<file path="config.mk">
export PLATFORM = sky130hd
export DESIGN_NAME = fifo_rd_ctrl
export DESIGN_NICKNAME = d
export VERILOG_FILES = /design/src/rtl/fifo_rd_ctrl_pkg.sv /design/src/rtl/fifo_rd_ctrl_skid_buf2.sv /design/src/rtl/fifo_rd_ctrl.sv
export SDC_FILE = /design/constraint.sdc
export NUM_CORES = 1
export LEC_CHECK = 0
export CORE_MARGIN = 3
export CORE_UTILIZATION = 40
export DETAILED_ROUTE_END_ITERATION = 8
export PLACE_DENSITY_LB_ADDON = 0.15
export SLEW_MARGIN = 20
export SYNTH_ARGS = -nofsm -noshare
export SYNTH_HDL_FRONTEND = slang
export SYNTH_HIERARCHICAL = 1
export SYNTH_SLANG_ARGS = --single-unit
</file>
<file path="constraint.sdc">
create_clock -name clk -period 2.15 [get_ports clk]
set_clock_uncertainty 0.05 [all_clocks]
set_input_delay 0.3225 -clock clk [delete_from_list [all_inputs] [get_ports clk]]
set_output_delay 0.3225 -clock clk [all_outputs]
set_load 0.02 [all_outputs]
</file>
<file path="src/rtl/fifo_rd_ctrl_pkg.sv">
// Shared definitions for the synchronous FIFO and its burst read controller.
package fifo_rd_ctrl_pkg;

  typedef enum logic {
    IDLE  = 1'b0,
    BURST = 1'b1
  } state_t;

  // ceil(log2(v)); clogb2(8) = 3
  function automatic int clogb2(input int v);
    int r;
    r = 0;
    for (int x = v - 1; x > 0; x = x >> 1) r++;
    return r;
  endfunction

endpackage

</file>
<file path="src/rtl/fifo_rd_ctrl_skid_buf2.sv">
// Two-entry in-order output buffer; head entry drives the stream.
module skid_buf2 #(
  parameter int WIDTH = 8
) (
  input  logic             clk,
  input  logic             rst,
  input  logic             wr,
  input  logic [WIDTH-1:0] wr_data,
  input  logic             pop,
  output logic [1:0]       occ,
  output logic [WIDTH-1:0] head
);

  logic [WIDTH-1:0] e0, e1;

  assign head = e0;

  // Caller guarantees no write when full and no pop when empty.
  always_ff @(posedge clk or negedge rst) begin
    if (!rst) begin
      e0  <= '0;
      e1  <= '0;
      occ <= 2'd0;
    end else begin
      case ({wr, pop})
        2'b10: begin
          if (occ == 2'd0) e0 <= wr_data;
          else             e1 <= wr_data;
          occ <= occ + 2'd1;
        end
        2'b01: begin
          e0  <= e1;
          occ <= occ - 2'd1;
        end
        2'b11: begin
          if (occ == 2'd1) e0 <= wr_data;
          else begin
            e0 <= e1;
            e1 <= wr_data;
          end
        end
        default: ;
      endcase
    end
  end

endmodule

</file>
<file path="src/rtl/fifo_rd_ctrl.sv">
// Burst read controller: pops bursts from a registered-output FIFO into a
// valid/ready stream with a last-beat marker.
module fifo_rd_ctrl
  import fifo_rd_ctrl_pkg::*;
#(
  parameter  int WIDTH = 8,
  parameter  int DEPTH = 8,
  localparam int CW    = clogb2(DEPTH) + 1
) (
  input  logic             clk,
  input  logic             rst,
  input  logic             fifo_empty,
  input  logic [CW-1:0]    fifo_count,
  input  logic [WIDTH-1:0] fifo_data,
  output logic             fifo_rd_en,
  input  logic [CW-1:0]    burst_len,
  input  logic             flush,
  output logic             m_valid,
  input  logic             m_ready,
  output logic [WIDTH-1:0] m_data,
  output logic             m_last,
  output logic             busy
);

  state_t          state, state_nx;
  logic [CW-1:0]   rd_left, beat_left, eff_len, start_len;
  logic [1:0]      occ;
  logic            inflight, pop, start;

  assign pop     = m_valid && m_ready;
  assign m_valid = (occ != 2'd0);
  assign m_last  = m_valid && (beat_left == CW'(1));
  assign busy    = (state != IDLE);

  always_comb begin
    eff_len = burst_len;
    if (burst_len == '0)              eff_len = CW'(1);
    else if (burst_len > CW'(DEPTH))  eff_len = CW'(DEPTH);
  end

  // A full-length burst wins; flush only takes what is left.
  assign start     = (fifo_count >= eff_len) || (flush && !fifo_empty);
  assign start_len = (fifo_count >= eff_len) ? eff_len : fifo_count;

  always_ff @(posedge clk or negedge rst) begin
    if (!rst) state <= IDLE;
    else      state <= state_nx;
  end

  always_comb begin
    state_nx   = state;
    fifo_rd_en = 1'b0;
    case (state)
      IDLE:  if (start) state_nx = BURST;
      BURST: begin
        // Keep buffered + in-flight words within the 2-entry buffer.
        fifo_rd_en = (rd_left != '0) && !fifo_empty &&
                     (({1'b0, occ} + {2'b0, inflight}) < (3'd2 + {2'b0, pop}));
        if (pop && beat_left == CW'(1)) state_nx = IDLE;
      end
      default: state_nx = IDLE;
    endcase
  end

  always_ff @(posedge clk or negedge rst) begin
    if (!rst) begin
      rd_left   <= '0;
      beat_left <= '0;
      inflight  <= 1'b0;
    end else begin
      inflight <= fifo_rd_en;
      if (state == IDLE && start) begin
        rd_left   <= start_len;
        beat_left <= start_len;
      end else begin
        if (fifo_rd_en && rd_left != '0)  rd_left   <= rd_left - CW'(1);
        if (pop && beat_left != '0)       beat_left <= beat_left - CW'(1);
      end
    end
  end

  skid_buf2 #(.WIDTH(WIDTH)) u_buf (
    .clk     (clk),
    .rst     (rst),
    .wr      (inflight),
    .wr_data (fifo_data),
    .pop     (pop),
    .occ     (occ),
    .head    (m_data)
  );

endmodule

</file>
==> impl_metrics.json <==
{
  "path_clk_slew_ns": 0.10,
  "io_buffer_count": 32,
  "final_nets": 256,
  "grt_use_total": 0.1638,
  "syn_area_um2": 1737,
  "slew-limit-headroom": 0.6821,
  "startpoint_type": "flip-flop",
  "cts_hold_buf": 0,
  "rows": 23,
  "synth_warnings": 6,
  "rsz0062_at_grt": "true",
  "r2r-start": "u_buf/occ[0]$_DFFE_PN0P_",
  "vias": 1390,
  "outcome": "completed",
  "final_area_um2": 2444,
  "critical-path-max-stage-delay_ns": 0.40,
  "reg2reg_depth": 10,
  "coreArea_um2": 4086,
  "yosysTopAreaCell": "dfrtp_1",
  "critPathKind": "flip-flop to output port",
  "max_cap_violations": 0,
  "crit_required_ns": 1.78,
  "start_util": 0.4250,
  "cp_num_buf_inv": 2,
  "ant_nets": 0,
  "stdcell_count": 270,
  "root_buffer": "clkbuf_8",
  "grt_pass1_vias": 1429,
  "wl_per_cell_um": 14.83,
  "clock_path_buffers": 2,
  "gp_congestion": 0.8162,
  "io_pins": 33,
  "synth_fp_nets": 204,
  "power_w": 0.003415,
  "place_area_um2": 2230,
  "endpoint_kind": "output port",
  "setup_viol": 0,
  "cts_buffers": 3,
  "grt_max_degree": 29,
  "cts.sinks": 28,
  "power_density_nw_per_um2": 1398,
  "drt_wl_total_mm": 4.003,
  "critPathArrivalTime_ns": 1.70,
  "placedCellCount": 262,
  "hp-class": "input port to asynchronous set/reset pin",
  "cp_slowest_cell": "dfrtp_1",
  "leakage_nw": 1.151,
  "crit_fanout": 2,
  "finalHoldViolCount": 0,
  "tightestPinTransition_ns": 0.4759,
  "fill_cells": 350,
  "yosysSeqAreaShare": 0.4035,
  "r2r-end": "u_buf/e1[2]$_DFFE_PN0P_",
  "cp.depth": 7,
  "ys_types": 38,
  "dr.first_iter.drc_count": 92,
  "h-tree-depth": 1,
  "layout-drive-gt1-share": 0.2955,
  "ys_ff_latch": 28,
  "cp_top_family": "flip-flops",
  "final.min_clock_period_ns": 2.071,
  "clkLatencyLatePin_ns": 0.27,
  "die-area_um2": 5168,
  "syn_avg_cell_area_um2": 10.28,
  "die_h_um": 71.89,
  "synth.area.top_cells": "dfrtp_1 (40%), ha_1 (10%), mux2_2 (6.5%)",
  "overflow": 0,
  "maxSlewViolCount": 0,
  "peakVddDrop_uv": 551.9,
  "detailed_place_hpwl_mm": 3.060,
  "yosys.area.top_type_share": 0.4035,
  "route.detailed.drc": 0,
  "max_freq_ghz": 0.4828,
  "drtPass1Iterations": 4,
  "grt_pass1_wl_mm": 6.624,
  "antennaDiodeCount": 0,
  "cts_tree": "yes",
  "r2r_slack_ns": 0.08,
  "viasPerCell": 5.148,
  "crit_chain": "ha_2 -> ha_4 -> nor3b_4 -> a21boi_2 -> nand2_2 -> inv_2 -> buf_6",
  "area_delta_synth_final_pct": 40.71,
  "layout.area.seq_um2": 700.7,
  "multi_input_area_um2": 1008,
  "antenna_found_initial": 0,
  "dieWidth_um": 71.89,
  "period_share": 0.9634,
  "syn-instance-count": 169
}
logic make-up (layout without fill, tap and decap cells):
kind of cell             after synthesis  after routing  share of synthesized area
AO/OA/AOI/OAI                         29             29                     0.1189
XOR/XNOR                               7              7                    0.03530
adder cells (fa/ha/maj)               14             14                     0.1009
buffers and inverters                 23             74                    0.06340
flip-flops                            28             28                     0.4035
multiplexers                          22             22                     0.1369
AND/OR/NAND/NOR                       46             46                     0.1412
placed cells by master, fill, tap and decap left out, types with 2 or more instances in the layout:
cell type        synthesis  routed
o21ai_4                  1       2
dfrtp_1                 28      28
nor3_1                   9       9
a31oi_1                  8       8
nand2_1                  6       6
mux2_2                  10      10
inv_2                    0       3
mux2i_1                 11      10
nor2_1                   8       7
or2_4                    0       2
buf_12                   0       2
ha_4                     0       2
clkdlybuf4s50_1          0      25
o21ai_0                 10      10
buf_4                    0      19
ha_1                    14      10
xnor2_1                  6       6
nand3_1                 10      10
nor2b_1                  3       3
inv_1                   16      13
dlymetal6s2s_1           0       5
clkbuf_8                 0       3
ha_2                     0       2
metal layers:
metal	global-route usage	wire length [µm]
met1	0.2140	1786
met2	0.2806	2027
met3	0.02909	131
met4	0.04384	58
met5	0	0
power breakdown:
| group | internal, W | switching (W) | leakage [nW] |
|---|---|---|---|
| clock | 0.000249 | 0.000169 | 0.0357 |
| sequential | 0.000802 | 0.000167 | 0.326 |
| combinational | 0.00106 | 0.000968 | 0.789 |
| total | 0.00211 | 0.00130 | 1.15 |
worst register-to-register path, cell delays in order, from the launching register on:
cell and delay, ns:
dfrtp_1 0.40, buf_4 0.16, o21ai_4 0.14, inv_2 0.06
inv_1 0.06, ha_2 0.17, buf_4 0.11, nor2_1 0.05
a211oi_4 0.26, buf_12 0.16, mux2_2 0.34
stage by stage:
step / hold WS [ns] / setup TNS [ns] / util / setup WS [ns]
floorplan: -0.02309 / 0 / - / 0.02121
global route: 0.3909 / -0.03521 / 0.5980 / -0.01217
finish: 0.3624 / 0 / 0.5980 / 0.07870
CTS: 0.3732 / 0 / 0.5674 / 0.005661
detailed placement: 0.4394 / -4.728 / 0.5456 / -0.3569
global placement: 0.4330 / -3.110 / 0.5456 / -0.2543
flip-flops by register name (all words and copies together) (netlist names):
signal / flops
inflight: 1
rd_left: 4
u_buf/head: 8
busy: 1
u_buf/occ: 2
beat_left: 4
u_buf/e1: 8
synth_stat cells (all sizes together):
cell type and count:
nand3 10, xnor2 6, a21boi 1, or2b 1, inv 16, a31oi 8, o21ba 1, nor2 8
mux2 11, or2 3, a21oi 3, nor3 9, o21ai 13, ha 14, nor4 1, clkbuf 1
mux2i 11, nand2b 1, nor2b 3, and2 1, and3 1, xor2 1, nor3b 1, a21o 1
nand2 7, dfrtp 28, a211oi 1, a221oi 1, buf 6
area by class of cell:
cell class / instances / share of cell area
Timing Repair Buffer: 54 / 0.2212
Clock buffer: 3 / 0.01690
Clock inverter: 1 / 0.01229
Inverter: 16 / 0.02458
Tap cell: 50 / 0.02560
Sequential cell: 28 / 0.2867
Multi-Input combinational cell: 118 / 0.4127
worst max path at each step:
stage | startpoint | to | slack, ns
final | inflight$_DFF_PN0_ | fifo_rd_en | 0.08
after global placement | burst_len[1] | rd_left[1]$_DFFE_PN0P_ | -0.25
after global routing | u_buf/occ[0]$_DFFE_PN0P_ | u_buf/e1[5]$_DFFE_PN0P_ | -0.01
after floorplan | u_buf/occ[0]$_DFFE_PN0P_ | u_buf/head[0]$_DFFE_PN0P_ | 0.02
after detailed placement | burst_len[1] | beat_left[2]$_DFFE_PN0P_ | -0.36
after CTS | burst_len[1] | beat_left[0]$_DFFE_PN0P_ | 0.006
repair_timing:
action	4_1_cts	5_1_grt
endpoints found under the hold margin	0	0
gates cloned	0	1
endpoints found under the setup margin	10	26
buffers inserted	1	2
resized for setup	8	24
pin swaps	3	12
Note: power is estimated with default switching activity, not from simulation.
